[config.mk]
export PLATFORM = sky130hd
export DESIGN_NAME = vx_commit_arb_ctrl
export DESIGN_NICKNAME = d
export VERILOG_FILES = /design/src/rtl/vx_commit_arb_ctrl_pkg.sv /design/src/rtl/vx_commit_arb_age.sv /design/src/rtl/vx_commit_arb_ctrl.sv
export SDC_FILE = /design/constraint.sdc
export NUM_CORES = 1
export LEC_CHECK = 0
export CAP_MARGIN = 25
export CORE_AREA = 3 3 73 109
export CTS_CLUSTER_DIAMETER = 100
export CTS_CLUSTER_SIZE = 20
export DETAILED_ROUTE_END_ITERATION = 7
export DIE_AREA = 0 0 76 112
export HOLD_SLACK_MARGIN = 0.05
export PLACE_DENSITY_LB_ADDON = 0.2
export RECOVER_POWER = 100
export SLEW_MARGIN = 25
export SYNTH_ARGS = -nofsm -noshare
export SYNTH_HDL_FRONTEND = slang
export SYNTH_SLANG_ARGS = --single-unit
[constraint.sdc]
create_clock -name clk -period 8.9 [get_ports clk]
set_input_delay 2.225 -clock clk [delete_from_list [all_inputs] [get_ports clk]]
set_output_delay 2.225 -clock clk [all_outputs]
set_load 0.05 [all_outputs]
[src/rtl/vx_commit_arb_ctrl_pkg.sv]
// rtl/vx_commit_arb_ctrl_pkg.sv - shared types and constants for the commit-slot grant controller
// Contents:
//   commit_arb_state_t   arbitration state (unlocked / mid-packet locked)
//   CARB_STARVE_DEFAULT  default wait limit before a requester counts as starved
//   CARB_PERF_CTR_BITS   width of each optional stall counter
//   carb_idx_w()         encoded-select width, at least 1 bit
package vx_commit_arb_ctrl_pkg;

  typedef enum logic {
    CARB_UNLOCKED = 1'b0,
    CARB_LOCKED   = 1'b1
  } commit_arb_state_t;

  localparam int CARB_STARVE_DEFAULT = 8;
  localparam int CARB_PERF_CTR_BITS  = 32;

  function automatic int carb_idx_w(input int n);
    return (n > 1) ? $clog2(n) : 1;
  endfunction

endpackage

[src/rtl/vx_commit_arb_age.sv]
// rtl/vx_commit_arb_age.sv - per-requester saturating wait-age counter with starved flag
// Ports:
//   clk, reset     clock, synchronous active-high reset
//   req_valid_i    requester is asking for the writeback path
//   req_ready_i    requester is being accepted this cycle
//   starved_o      age has reached STARVE_LIMIT
module vx_commit_arb_age
  import vx_commit_arb_ctrl_pkg::*;
#(
  parameter int STARVE_LIMIT = CARB_STARVE_DEFAULT,
  parameter int AGE_W        = $clog2(STARVE_LIMIT + 1)
) (
  input  logic clk,
  input  logic reset,
  input  logic req_valid_i,
  input  logic req_ready_i,
  output logic starved_o
);

  localparam logic [AGE_W-1:0] LIMIT = AGE_W'(STARVE_LIMIT);

  logic [AGE_W-1:0] age_q, age_d;

  always_comb begin
    age_d = age_q;
    if (!req_valid_i || req_ready_i) begin
      age_d = '0;
    end else if (age_q != LIMIT) begin
      age_d = age_q + 1'b1;
    end
  end

  always_ff @(posedge clk) begin
    if (reset) begin
      age_q <= '0;
    end else begin
      age_q <= age_d;
    end
  end

  assign starved_o = (age_q == LIMIT);

endmodule

[src/rtl/vx_commit_arb_ctrl.sv]
// rtl/vx_commit_arb_ctrl.sv - commit-slot grant controller: round-robin, starvation override, packet lock
// Optional feature macro: VX_COMMIT_ARB_PERF_EN adds per-requester stall counters (stall_cnt).
// Ports:
//   clk, reset          clock, synchronous active-high reset
//   req_valid/sop/eop   per-requester commit request and packet delimiters
//   req_ready           per-requester accept (grant & out_ready)
//   out_valid/out_ready downstream handshake
//   grant_onehot        one-hot data-mux select
//   grant_idx           encoded data-mux select
//   locked              a multi-beat packet currently owns the path
//   stall_cnt           NUM_REQS x CARB_PERF_CTR_BITS wrap counters (VX_COMMIT_ARB_PERF_EN only)
module vx_commit_arb_ctrl
  import vx_commit_arb_ctrl_pkg::*;
#(
  parameter  int NUM_REQS     = 4,
  parameter  int STARVE_LIMIT = CARB_STARVE_DEFAULT,
  localparam int AGE_W        = $clog2(STARVE_LIMIT + 1),
  localparam int IDX_W        = carb_idx_w(NUM_REQS)
) (
  input  logic                clk,
  input  logic                reset,
  input  logic [NUM_REQS-1:0] req_valid,
  input  logic [NUM_REQS-1:0] req_sop,
  input  logic [NUM_REQS-1:0] req_eop,
  output logic [NUM_REQS-1:0] req_ready,
  output logic                out_valid,
  input  logic                out_ready,
  output logic [NUM_REQS-1:0] grant_onehot,
  output logic [IDX_W-1:0]    grant_idx,
  output logic                locked
`ifdef VX_COMMIT_ARB_PERF_EN
  ,
  output logic [NUM_REQS*CARB_PERF_CTR_BITS-1:0] stall_cnt
`endif
);

  commit_arb_state_t   state_q, state_d;
  logic [IDX_W-1:0]    owner_q, owner_d;
  logic [IDX_W-1:0]    rr_ptr_q, rr_ptr_d;
  logic [IDX_W-1:0]    hold_idx_q, hold_idx_d;
  logic                hold_vld_q, hold_vld_d;
  logic [NUM_REQS-1:0] starved;
  logic [NUM_REQS-1:0] grant;
  logic [IDX_W-1:0]    gidx;
  logic                fire;

  // Only eop matters for packet framing: any non-eop beat taken while unlocked opens a packet.
  logic unused_sop;
  assign unused_sop = ^req_sop;

  for (genvar i = 0; i < NUM_REQS; i++) begin : g_age
    vx_commit_arb_age #(
      .STARVE_LIMIT (STARVE_LIMIT),
      .AGE_W        (AGE_W)
    ) u_age (
      .clk         (clk),
      .reset       (reset),
      .req_valid_i (req_valid[i]),
      .req_ready_i (req_ready[i]),
      .starved_o   (starved[i])
    );
  end

  // Grant pick. Lock and hold both pin the grant; starvation only acts at a free arbitration point.
  always_comb begin
    logic found;
    int   cand;
    grant = '0;
    found = 1'b0;
    cand  = 0;
    if (reset) begin
      grant = '0;
    end else if (state_q == CARB_LOCKED) begin
      grant[owner_q] = req_valid[owner_q];
    end else if (hold_vld_q) begin
      grant[hold_idx_q] = req_valid[hold_idx_q];
    end else begin
      for (int i = 0; i < NUM_REQS; i++) begin
        if (!found && req_valid[i] && starved[i]) begin
          grant[i] = 1'b1;
          found    = 1'b1;
        end
      end
      for (int k = 1; k <= NUM_REQS; k++) begin
        cand = (int'(rr_ptr_q) + k) % NUM_REQS;
        if (!found && req_valid[cand]) begin
          grant[cand] = 1'b1;
          found       = 1'b1;
        end
      end
    end
  end

  always_comb begin
    gidx = '0;
    for (int i = 0; i < NUM_REQS; i++) begin
      if (grant[i]) gidx = gidx | IDX_W'(i);
    end
  end

  assign grant_onehot = grant;
  assign grant_idx    = gidx;
  assign out_valid    = |grant;
  assign req_ready    = grant & {NUM_REQS{out_ready}};
  assign fire         = out_valid & out_ready;
  assign locked       = (state_q == CARB_LOCKED) & ~reset;

  always_comb begin
    state_d    = state_q;
    owner_d    = owner_q;
    rr_ptr_d   = rr_ptr_q;
    hold_vld_d = hold_vld_q;
    hold_idx_d = hold_idx_q;
    if (fire) begin
      hold_vld_d = 1'b0;
      if (req_eop[gidx]) begin
        state_d  = CARB_UNLOCKED;
        rr_ptr_d = gidx;
      end else if (state_q == CARB_UNLOCKED) begin
        state_d = CARB_LOCKED;
        owner_d = gidx;
      end
    end else if (out_valid && (state_q == CARB_UNLOCKED)) begin
      // Downstream stalled: freeze the choice so the presented beat cannot change under it.
      hold_vld_d = 1'b1;
      hold_idx_d = gidx;
    end
  end

  always_ff @(posedge clk) begin
    if (reset) begin
      state_q    <= CARB_UNLOCKED;
      owner_q    <= '0;
      rr_ptr_q   <= IDX_W'(NUM_REQS - 1);
      hold_vld_q <= 1'b0;
      hold_idx_q <= '0;
    end else begin
      state_q    <= state_d;
      owner_q    <= owner_d;
      rr_ptr_q   <= rr_ptr_d;
      hold_vld_q <= hold_vld_d;
      hold_idx_q <= hold_idx_d;
    end
  end

`ifdef VX_COMMIT_ARB_PERF_EN
  for (genvar i = 0; i < NUM_REQS; i++) begin : g_perf
    logic [CARB_PERF_CTR_BITS-1:0] stall_q;
    always_ff @(posedge clk) begin
      if (reset) begin
        stall_q <= '0;
      end else if (req_valid[i] && !req_ready[i]) begin
        stall_q <= stall_q + 1'b1;
      end
    end
    assign stall_cnt[i*CARB_PERF_CTR_BITS +: CARB_PERF_CTR_BITS] = stall_q;
  end
`endif

endmodule
==> flow_summary.yaml <==
run_status:
  run_status: "finished clean"
synth:
  synthesis.instances: 219
  count_of_flip_flops_with_a_built_in_enable_after_synthesis: 0
  synth_async_sr_flop_share: 0
  post-synth-top-area-cell: "dfxtp_1"
  post-synth-top-area-fraction: 0.254
  synth.avg_cell_area_um2: 8.63
  postSynthRegisterBits: 24
  yosys_warnings: 0
  syn-num-nets: 249
  netlist_area_um2: 1890
  yosysUniqueCellTypes: 51
  synth.area.top_cells: "dfxtp_1 25%, ha_1 9.9%, nor2_1 5.6%, nand2_1 4.6%, mux4_2 3.6%"
  seq_area_frac_synth: 0.254
  synth_ff_type: "dfxtp_1"
timing:
  clock_skews_ns: 0.00259
  timing.slew.headroom: 0.664
  final_period_minus_worst_setup_slack_ns: 8.00
  finalHoldViolations: 0
  timing.final.setup_violations: 0
  max_freq_mhz: 125
  max_slew.worst_pin.slew_ns: 0.497
  unrepaired_setup_endpoints_after_global_routing: "no"
  final_min_period_over_clock_period: 0.899
  finalSetupTns_ns: 0
  final_max_slew_viol_count: 0
power_and_ir_drop:
  leakage_component_of_the_power_uw: 0.000839
  power-per-cell-area_nw_per_um2: 264
  ir_worst_vdd_mv: 0.115
finish:
  num_antenna_cells: 0
  n_fill_cell: 788
  flow.area_growth_from_synthesis_pct: 15.2
  final_net_count: 267
  post_route_cells_drive_above_1_share: 0.0851
  most-common-layout-cells: "28 x nor2_1, 24 x dfxtp_1, 23 x nand2_1"
  most_common_cell_after_layout_fill_and_taps_aside: "nor2_1"
  utilization: 0.303
worst_setup_path:
  timing.critical_path.slowest_cell_delay_ns: 0.77
  worstSetupEndpointType: "output pin"
  startpoint_type: "input port"
  worst_ep_arrival_time_ns: 5.78
  crit_top_cell: "dlygate4sd3_1"
  timing.critical_path.fanout_max: 9
  timing.critical_path.slowest_stage_cell: "dlygate4sd3_1"
  critical_path_required_ns: 6.68
  setup_cp_type: "in2out"
  timing.critical_path.cells: "dlygate4sd3_1, nand4b_1, and4_1, a221o_1, o311ai_0, and3b_1, nand2_1, dlygate4sd3_1"
floorplan:
  placementRows: 38
  floorplan.initialDensity: 0.263
  top_level_ports: 27
  total_die_area_um2: 8510
  core-area_um2: 7180
  die-width_um: 76
  die_height_um: 112
clock_network:
  clock_sink_count: 24
  clock_insertion_delay_worst_skew_ns: 0.27
  cts-root-buf: "clkbuf_8"
  clkTransAtPathRegs_ns: 0.09
  cts_buffers: 3
  ctsResizeCount: 0
  htreeDepth: 1
  cts_tree: "built"
  post_cts_buffers: 0
  ctsLongestPathBuffers: 2
  cts.hold.buffers_added: 0
grt:
  grt-ovfl-total: 0
  track_usage: 0.112
  grt_antenna_before_repair: 0
  grt_start_max_net_pins: 18
  first_pass_grt_wire_length_mm: 7.76
  first_global_vias: 1589
routing:
  detail_route.iter0.violations: 51
  wirelength_mm: 4.65
  route.met3.wl_um: 153
  drt_first_pass_iters: 4
  wl_met2_mm: 2.33
  drt-wirelength-per-cell_um: 13.9
  drt-met1-wl_mm: 2.05
  via_count: 1603
  mean_number_of_vias_per_cell: 4.79
  remaining_drc_errors: 0
  drt.antenna.violating_nets: 0
  route.top_layer_used: "met4"
place:
  port_buffers: 22
  placer_congestion: 0.849
  detailedPlacementHpwl_mm: 3.63
min_path:
  hp-class: "reg2reg"
flow_run:
  maxCapViolCount: 0
==> routing by layer <==
layer | up-vias | global-route usage
met1 | 745 | 0.133
met4 | 0 | 0.0435
li1 | 811 | -
met3 | 6 | 0.0162
met5 | - | 0
met2 | 41 | 0.201
==> state kept, by name (all words and copies together) (netlist names) <==
signal and count:
state_q 1, g_age.u_age.age_q 16, hold_idx_q 2, owner_q 2, rr_ptr_q 2, hold_vld_q 1
==> cell families after synthesis <==
kind of cell | count (synthesis) | share of synthesized area
simple gates | 93 | 0.274
buf+inv | 27 | 0.0768
mux | 12 | 0.0947
fa+ha+maj | 15 | 0.0993
compound gates | 40 | 0.164
xor+xnor | 8 | 0.0371
flops | 24 | 0.254
==> cells in the mapped netlist (5+ instances only) <==
master and number:
ha_1 15, a21oi_1 8, nor2_1 28, nand3_1 7, buf_4 5, nor3_1 5, o21ai_0 6, dfxtp_1 24
nand4b_1 5, nand2_1 23, inv_1 17
==> cell type report <==
cell class	instances	area, um2	share of cell area
Tap cell	100	125	0.0575
Inverter	17	63.8	0.0293
Clock buffer	3	41.3	0.0190
Multi-Input combinational cell	168	1240	0.569
Timing Repair Buffer	23	228	0.105
Sequential cell	24	480	0.221
==> worst max-delay path, delay by kind of cell <==
family / cells / cell delay [ns]
buffers and inverters: 2 / 1.51
AND/OR/NAND/NOR: 4 / 1.22
AO/OA/AOI/OAI: 2 / 0.82
==> where the power goes <==
part | switching (uW) | total, uW | internal, uW
combinational | 224 | 351 | 127
clock | 37.3 | 67.7 | 30.4
sequential | 29.9 | 156 | 126
total | 291 | 574 | 284
==> worst paths after layout <==
path	endpoint	cells past startpoint	slack [ns]	from
worst max-delay path	out_valid	8	0.90	req_valid[3]
worst min register to register	g_age[0].u_age.age_q[1]	2	0.49	g_age[0].u_age.age_q[1]
worst min-delay path	g_age[0].u_age.age_q[1]	2	0.49	g_age[0].u_age.age_q[1]
worst max register to register	rr_ptr_q[0]	10	5.03	rr_ptr_q[0]
==> per-stage QoR <==
stage                     area (um2)  total power [uW]  std cells  hold WS (ns)  setup WS [ns]
final                           2180               574        335         0.494          0.898
after floorplan                 1890               444        219         0.458           2.07
after detailed placement        2160               530        332         0.486           1.09
after CTS                       2200               602        335         0.500           1.09
after global placement          2160               531        332         0.482           1.08
after global routing            2180               616        335         0.529          0.688
No activity file was read; power rests on OpenSTA's default activity.
